==> src/rtl/uart_pkg.sv <==
// Shared types and constants for the UART receive path.
package uart_pkg;
  localparam int DATA_BITS = 8;

  typedef enum logic [2:0] {
    IDLE      = 3'd0,
    START     = 3'd1,
    DATA      = 3'd2,
    STOP      = 3'd3,
    PARITY    = 3'd4,
    WAIT_HIGH = 3'd5
  } rx_state_t;
endpackage

==> src/rtl/uart_rx_bit_timer.sv <==
// Bit-period tick counter: hit fires when counter+1 reaches target, then self-clears.
module rx_bit_timer #(
  parameter int WIDTH = 16
) (
  input  logic             clk,
  input  logic             reset,
  input  logic             clear,
  input  logic [WIDTH-1:0] target,
  output logic             hit
);
  logic [WIDTH-1:0] cnt;

  assign hit = (cnt + WIDTH'(1)) == target;

  always_ff @(posedge clk or negedge reset) begin
    if (!reset)            cnt <= '0;
    else if (clear || hit) cnt <= '0;
    else                   cnt <= cnt + WIDTH'(1);
  end
endmodule

==> src/rtl/uart_rx.sv <==
// 8-bit UART receiver with runtime bit divisor, mid-bit sampling and frame error flag.
// Optional even-parity check enabled by defining UART_RX_PARITY_EN.
module uart_rx
  import uart_pkg::*;
#(
  parameter int WIDTH       = 16,
  parameter int SYNC_STAGES = 2
) (
  input  logic                 clk,
  input  logic                 reset,
  input  logic                 rx,
  input  logic [WIDTH-1:0]     bit_period,
  output logic [DATA_BITS-1:0] data,
  output logic                 valid,
  output logic                 frame_err,
  output logic                 busy
`ifdef UART_RX_PARITY_EN
  ,
  output logic                 parity_err
`endif
);
  logic [SYNC_STAGES-1:0] sync;
  logic                   rx_s;
  rx_state_t              state;
  logic [WIDTH-1:0]       p_l, h, target;
  logic                   clear, hit;
  logic [2:0]             bit_idx;
  logic [DATA_BITS-1:0]   sh;
`ifdef UART_RX_PARITY_EN
  logic                   par;
`endif

  // Synchronizer resets to the idle-high line level so reset never looks like a start bit.
  always_ff @(posedge clk or negedge reset) begin
    if (!reset) sync <= '1;
    else        sync <= {sync[SYNC_STAGES-2:0], rx};
  end
  assign rx_s = sync[SYNC_STAGES-1];

  assign busy   = (state != IDLE);
  assign clear  = (state == IDLE) || (state == WAIT_HIGH);
  assign target = (state == START) ? h : p_l;

  rx_bit_timer #(.WIDTH(WIDTH)) u_timer (
    .clk    (clk),
    .reset  (reset),
    .clear  (clear),
    .target (target),
    .hit    (hit)
  );

  always_ff @(posedge clk or negedge reset) begin
    if (!reset) begin
      state     <= IDLE;
      p_l       <= '0;
      h         <= '0;
      bit_idx   <= '0;
      sh        <= '0;
      data      <= '0;
      valid     <= 1'b0;
      frame_err <= 1'b0;
`ifdef UART_RX_PARITY_EN
      par        <= 1'b0;
      parity_err <= 1'b0;
`endif
    end else begin
      valid     <= 1'b0;
      frame_err <= 1'b0;
`ifdef UART_RX_PARITY_EN
      parity_err <= 1'b0;
`endif
      case (state)
        IDLE: if (!rx_s) begin
          p_l   <= bit_period;
          h     <= bit_period >> 1;
          state <= START;
        end
        START: if (hit) begin
          bit_idx <= '0;
          state   <= rx_s ? IDLE : DATA;
        end
        DATA: if (hit) begin
          sh      <= {rx_s, sh[DATA_BITS-1:1]};
          bit_idx <= bit_idx + 3'd1;
          if (bit_idx == 3'(DATA_BITS-1))
`ifdef UART_RX_PARITY_EN
            state <= PARITY;
`else
            state <= STOP;
`endif
        end
`ifdef UART_RX_PARITY_EN
        PARITY: if (hit) begin
          par   <= rx_s;
          state <= STOP;
        end
`endif
        // Back to IDLE at mid-stop so an immediately following start bit is caught.
        STOP: if (hit) begin
          if (rx_s) begin
            data  <= sh;
            valid <= 1'b1;
`ifdef UART_RX_PARITY_EN
            parity_err <= ^{sh, par};
`endif
            state <= IDLE;
          end else begin
            frame_err <= 1'b1;
            state     <= WAIT_HIGH;
          end
        end
        WAIT_HIGH: if (rx_s) state <= IDLE;
        default: state <= IDLE;
      endcase
    end
  end
endmodule

==> config.mk <==
export PLATFORM = sky130hd
export DESIGN_NAME = uart_rx
export DESIGN_NICKNAME = d
export VERILOG_FILES = /design/src/rtl/uart_pkg.sv /design/src/rtl/uart_rx_bit_timer.sv /design/src/rtl/uart_rx.sv
export SDC_FILE = /design/constraint.sdc
export NUM_CORES = 1
export LEC_CHECK = 0
export CAP_MARGIN = 20
export CORE_MARGIN = 2
export CORE_UTILIZATION = 35
export DETAILED_ROUTE_END_ITERATION = 10
export PLACE_DENSITY_LB_ADDON = 0.3
export SLEW_MARGIN = 15
export SYNTH_ARGS = -nofsm -noshare
export SYNTH_HDL_FRONTEND = slang
export SYNTH_SLANG_ARGS = --single-unit
==> constraint.sdc <==
create_clock -name clk -period 3.6 [get_ports clk]
set_input_delay 0.72 -clock clk [delete_from_list [all_inputs] [get_ports clk]]
set_output_delay 0.72 -clock clk [all_outputs]
set_load 0.03 [all_outputs]
* Word level (Yosys, flattened, before mapping) *
Cells that the tools add are included.

storage, ports and cells
  bits in registers = 73
  input port bits = 19
  output and inout port bits = 11
  logic and storage cells = 55

operators by class
  $add $sub $neg = 2
  eq/ne operators = 12
  muxes and demuxes = 20
  bitwise operators = 1
  reductions and logical operators = 10

operator list
  operator                                       number
  2-to-1 mux 16 bit                              2
  2-to-1 mux 3 bit                               9
  adder 16 x 1 -> 16 bit, second input constant  1
  == test 16 bit                                 1
  case mux 3 bit (5 select lines)                1
  == test 3 x 2 -> 1 bit, second input constant  2
  == test 3 bit, second input constant           2
  2-to-1 mux 1 bit                               6
  != test 2 x 1 -> 1 bit, second input constant  3
  != test 2 bit, second input constant           3
  case mux 3 bit (2 select lines)                1
  AND reduction 3 bit                            2
  AND reduction 6 bit                            1
  AND reduction 2 bit                            2
  adder 3 x 1 -> 3 bit, second input constant    1
  == test 3 x 1 -> 1 bit, second input constant  1
  logical NOT 3 bit                              1
  nonzero test 3 bit                             1
  logical OR 1 bit                               2
  2-to-1 mux 2 bit                               1
  nonzero test 2 bit                             1
  inverter 1 bit                                 1

* Logic depth before layout (Yosys ltp) *
  depth after elaboration = 5
  depth in mapped cells = 12
  depth with buffers taken out = 9

* Cells and area by module *
A second synthesis with hierarchy kept.

unflattened totals
  cells, all modules = 286
  area total of the unflattened synthesis = 3,393.3 µm²

by module, submodules not included
  module        times used  cells each  area an instance (µm²)  seq. area each (µm²)
  uart_rx       1           132         1,926.8                 1,053.5
  rx_bit_timer  1           154         1,466.4                 400.4

* Worst setup path before layout *
Ideal clock, no wire load.

  path kind = flip-flop to flip-flop
  from = register state[2]
  to = register sh[1]
  library setup time = 125 ps
  arrival time = 2,982 ps
  required time = 3,475 ps
  setup slack = 493 ps
  stages on the path, launching flop included = 13
  path buffers = 4
  period minus slack after synthesis = 3,107 ps
  path through = dfrtp_1 buf_2 nor3b_1 buf_2 buf_2 mux2i_1 nor3_1 or2_2 a2111oi_2 nand4_2 nor3_2 buf_4 mux2_2

on the way
  cells in the longest elaborated chain, start to end = 4
  elaborated cells on any way between the ends = 5
  those cells by class = eq/ne: 3; mux: 1; reduce/logical: 1

RTL lines
  what                               RTL line                 source
  start: declaration                 uart_rx.sv:24            rx_state_t state;
  start signal: assignment           uart_rx.sv:80            state <= rx_s ? IDLE : DATA;
  == test 3 x 1 -> 1 bit             uart_rx.sv:42            assign target = (state == START) ? h : p_l;
  2-to-1 mux 16 bit                  uart_rx.sv:42
  == test 16 bit                     uart_rx_bit_timer.sv:13  assign hit = (cnt + WIDTH'(1)) == target;
  AND reduction 2 bit (no line) (*)  n/a
  end signal: assignment             uart_rx.sv:83            sh <= {rx_s, sh[DATA_BITS-1:1]};
  end: declaration                   uart_rx.sv:28            logic [DATA_BITS-1:0] sh;

Mark *: on every way between the ends. The rest lies on a longest branch, timed or not.
A chain may end at the register's enable or synchronous reset.

* Worst setup path in the final report *
  from = register u_timer.cnt[0]
  to = register data[4]

on the way
  cells in the longest elaborated chain, start to end = 3

RTL lines
  what                           RTL line                 source
  start: declaration             uart_rx_bit_timer.sv:11  logic [WIDTH-1:0] cnt;
  start signal: assignment       uart_rx_bit_timer.sv:18  else cnt <= cnt + WIDTH'(1);
  adder 16 x 1 -> 16 bit         uart_rx_bit_timer.sv:13
  == test 16 bit                 uart_rx_bit_timer.sv:13
  AND reduction 3 bit (no line)  n/a
  end signal: assignment         uart_rx.sv:101           data <= sh;
  end: declaration               uart_rx.sv:13            output logic [DATA_BITS-1:0] data,

Every way passes these cells.

==> out/results.ini <==
[cells_and_area]
layout_common_cells=dfrtp_1 (56), mux2_2 (32), clkdlybuf4s50_1 (28)
num_antenna_cells=0
drive_gt1_frac=0.2258
final_common_cell=dfrtp_1
fill_cells=786
num-nets-final=327
register_area_um2=1454
multiInputGateArea_um2=1508
final_area_um2=3692
area_growth_pct=21.59

[synthesis]
synth_edf_count=0
synth-main-ff-cell=dfrtp_1
ys_seq_area_frac=0.4788
synth_nets=290
syn_inst=268
synth.distinct_cells=49
netlist_area_um2=3037
synthArstFlopShare=1.000
ys_warn_count=0
avgSynthCellArea_um2=11.33
synth_seq_cells=58

[pwr]
sw_frac_of_total=0.2697
leakage_nw=1.632
pwr_density_cell_nw_per_um2=446.3
p_int_mw=1.203
ir_drop_mv=0.3162
combPwrFrac=0.133
p_sw_uw=444.4
seqPwrFrac=0.465
p_clk_frac=0.402

[clock_network]
cts_tree=yes
path_clk_slew_ns=0.07
clock-root-buffer=clkbuf_8
clock_latency_ns=0.35
cts_sinks=58
htree_levels=3
cts_buffers=9
cts_buffer_depth=2
cts_hold_buf=0

[worst_setup_path]
path_max_fanout=8
crit_arrival_ns=3.58
worstSetupEndpointType=flip-flop
crit_required_ns=3.83
start_kind=flip-flop
crit_type=reg -> reg
r2r_slack_ns=0.25

[timing]
tightest_slew_ns=0.5970
fin_crit_sh=0.9307
finalCriticalPeriod_ns=3.350
whs_ns=0.3574
hold_viol=0
tns_ns=0
rsz0062_at_grt=no
fmax_ghz=0.2985
clock-skew-final_ns=0.01050
slew_headroom=0.6020
finalSetupViolations=0
drv_slew=0

[place]
hpwl_mm=4.387
place_area_um2=3466
port_buffers=29
gp_congestion=0.8178

[grt]
top_usage_layer=met2
antenna_found_initial=0
grt_usage=0.1413
grt_max_degree=49
grt_pass1_vias=2066
met3_usage=0.04604
grt_util_met2=0.2041
met1_usage=0.1977
grt_pass1_wl_mm=10.51
overflow=0

[die]
die_area_um2=9437
die_h_um=97.15
start_util=0.3659
core-area_um2=8299
num_io_pins=30
die_x_um=97.15
rows=33

[detailed_routing]
vias=2132
first_iter_violations=91
first_pass_iters=4
routed_wl_mm=6.136
post_drt_wl_per_cell_um=14.79
routed_via_density=5.137
drt_drc_violations_left=0
ant_nets=0

[job]
cap_violations=0

[hold_path]
hold_class=reg -> reg

[status]
status=finished clean

## power groups by stage
stage / logic [mW] / clock network (mW) / registers [mW]
floorplan: 0.175 / 0 / 0.748
global placement: 0.215 / 0 / 0.775
detailed placement: 0.218 / 0 / 0.776
CTS: 0.220 / 0.681 / 0.765
global route: 0.244 / 0.710 / 0.774
finish: 0.219 / 0.663 / 0.766
## state kept, by name, indices dropped and copies added, names as in the netlist
name,cells
sh,8
frame_err,1
p_l,15
u_timer.cnt,16
valid,1
data,8
bit_idx,3
sync,2
state,3
h,1
## layout make-up
| cell class | count | share of cell area |
|---|---|---|
| sequential | 58 | 0.3938 |
| clock inverter | 7 | 0.02542 |
| tap | 105 | 0.03558 |
| multi-input combinational | 191 | 0.4083 |
| clock buffer | 9 | 0.03355 |
| inverter | 7 | 0.007116 |
| timing repair buffer | 38 | 0.09624 |
## synthesized netlist by cell type (3+ instances only)
| library cell | instances | area (um^2) |
|---|---|---|
| o211ai_1 | 4 | 30.03 |
| nor4_1 | 7 | 43.79 |
| dfrtp_1 | 56 | 1401 |
| mux2i_1 | 13 | 130.1 |
| mux2_2 | 32 | 360.4 |
| nor3_1 | 6 | 30.03 |
| inv_1 | 7 | 26.28 |
| nor2_1 | 25 | 93.84 |
| ha_1 | 3 | 37.54 |
| o21ai_0 | 5 | 25.02 |
| xor2_1 | 8 | 70.07 |
| a21oi_1 | 6 | 30.03 |
| xnor2_1 | 13 | 113.9 |
| and3_1 | 4 | 25.02 |
| nand4_1 | 3 | 18.77 |
| nand2b_1 | 3 | 18.77 |
| xnor3_1 | 3 | 67.56 |
| nand2_1 | 8 | 30.03 |
| o31a_1 | 4 | 35.03 |
| clkbuf_1 | 3 | 11.26 |
| buf_2 | 6 | 30.03 |
| nand3_1 | 10 | 50.05 |
| or3_1 | 6 | 37.54 |
| or2_2 | 3 | 18.77 |
## repair_timing
item                                    in CTS  in global routing
buffers inserted                             0                  0
resized for setup                            0                  1
endpoints found under the setup margin       0                  8
## path summary, 6_finish.rpt
kind,depth (start not counted),startpoint,to
hold / removal,0,sync[0],sync[1]
min in group asynchronous,1,reset,u_timer.cnt[0]
setup reg to reg,9,u_timer.cnt[0],data[4]
hold reg to reg,0,sync[0],sync[1]
max in group asynchronous,2,reset,u_timer.cnt[15]
setup / recovery,9,u_timer.cnt[0],data[4]
## worst max-delay path, stage by stage (launching register included)
cell	delay, ns
dfrtp_1	0.49
ha_1	0.27
nand2_1	0.13
o31a_1	0.34
o21a_1	0.19
or3_1	0.36
nor4_2	0.37
nand4_2	0.27
nor3_4	0.45
mux2_2	0.38
## through the flow
stage / power (mW) / util / std cells / setup slack [ns]
final: 1.648 / 0.4449 / 415 / 0.2497
after global routing: 1.728 / 0.4449 / 415 / 0.03960
after CTS: 1.666 / 0.4438 / 415 / 0.1625
after detailed placement: 0.9944 / 0.4176 / 399 / 0.1815
after global placement: 0.9898 / 0.4176 / 399 / 0.2869
after floorplan: 0.9224 / - / 268 / 0.4928
## cell families (layout without fill, tap and decap cells)
logic type / after synthesis / in the layout / synth area share
XOR/XNOR: 24 / 24 / 0.08282
adder cells (fa/ha/maj): 3 / 3 / 0.01236
AO/OA/AOI/OAI: 30 / 30 / 0.07087
flip-flops: 58 / 58 / 0.4788
multiplexers: 45 / 45 / 0.1615
buffers and inverters: 19 / 61 / 0.02843
AND/OR/NAND/NOR: 89 / 89 / 0.1652
## layer usage
metal  vias up  wire length (um)
met3         9               231
met2        46              2665
met5         -                 0
li1       1049                 -
met4         0               108
met1      1028              3130
(Power assumes the default switching activity.)
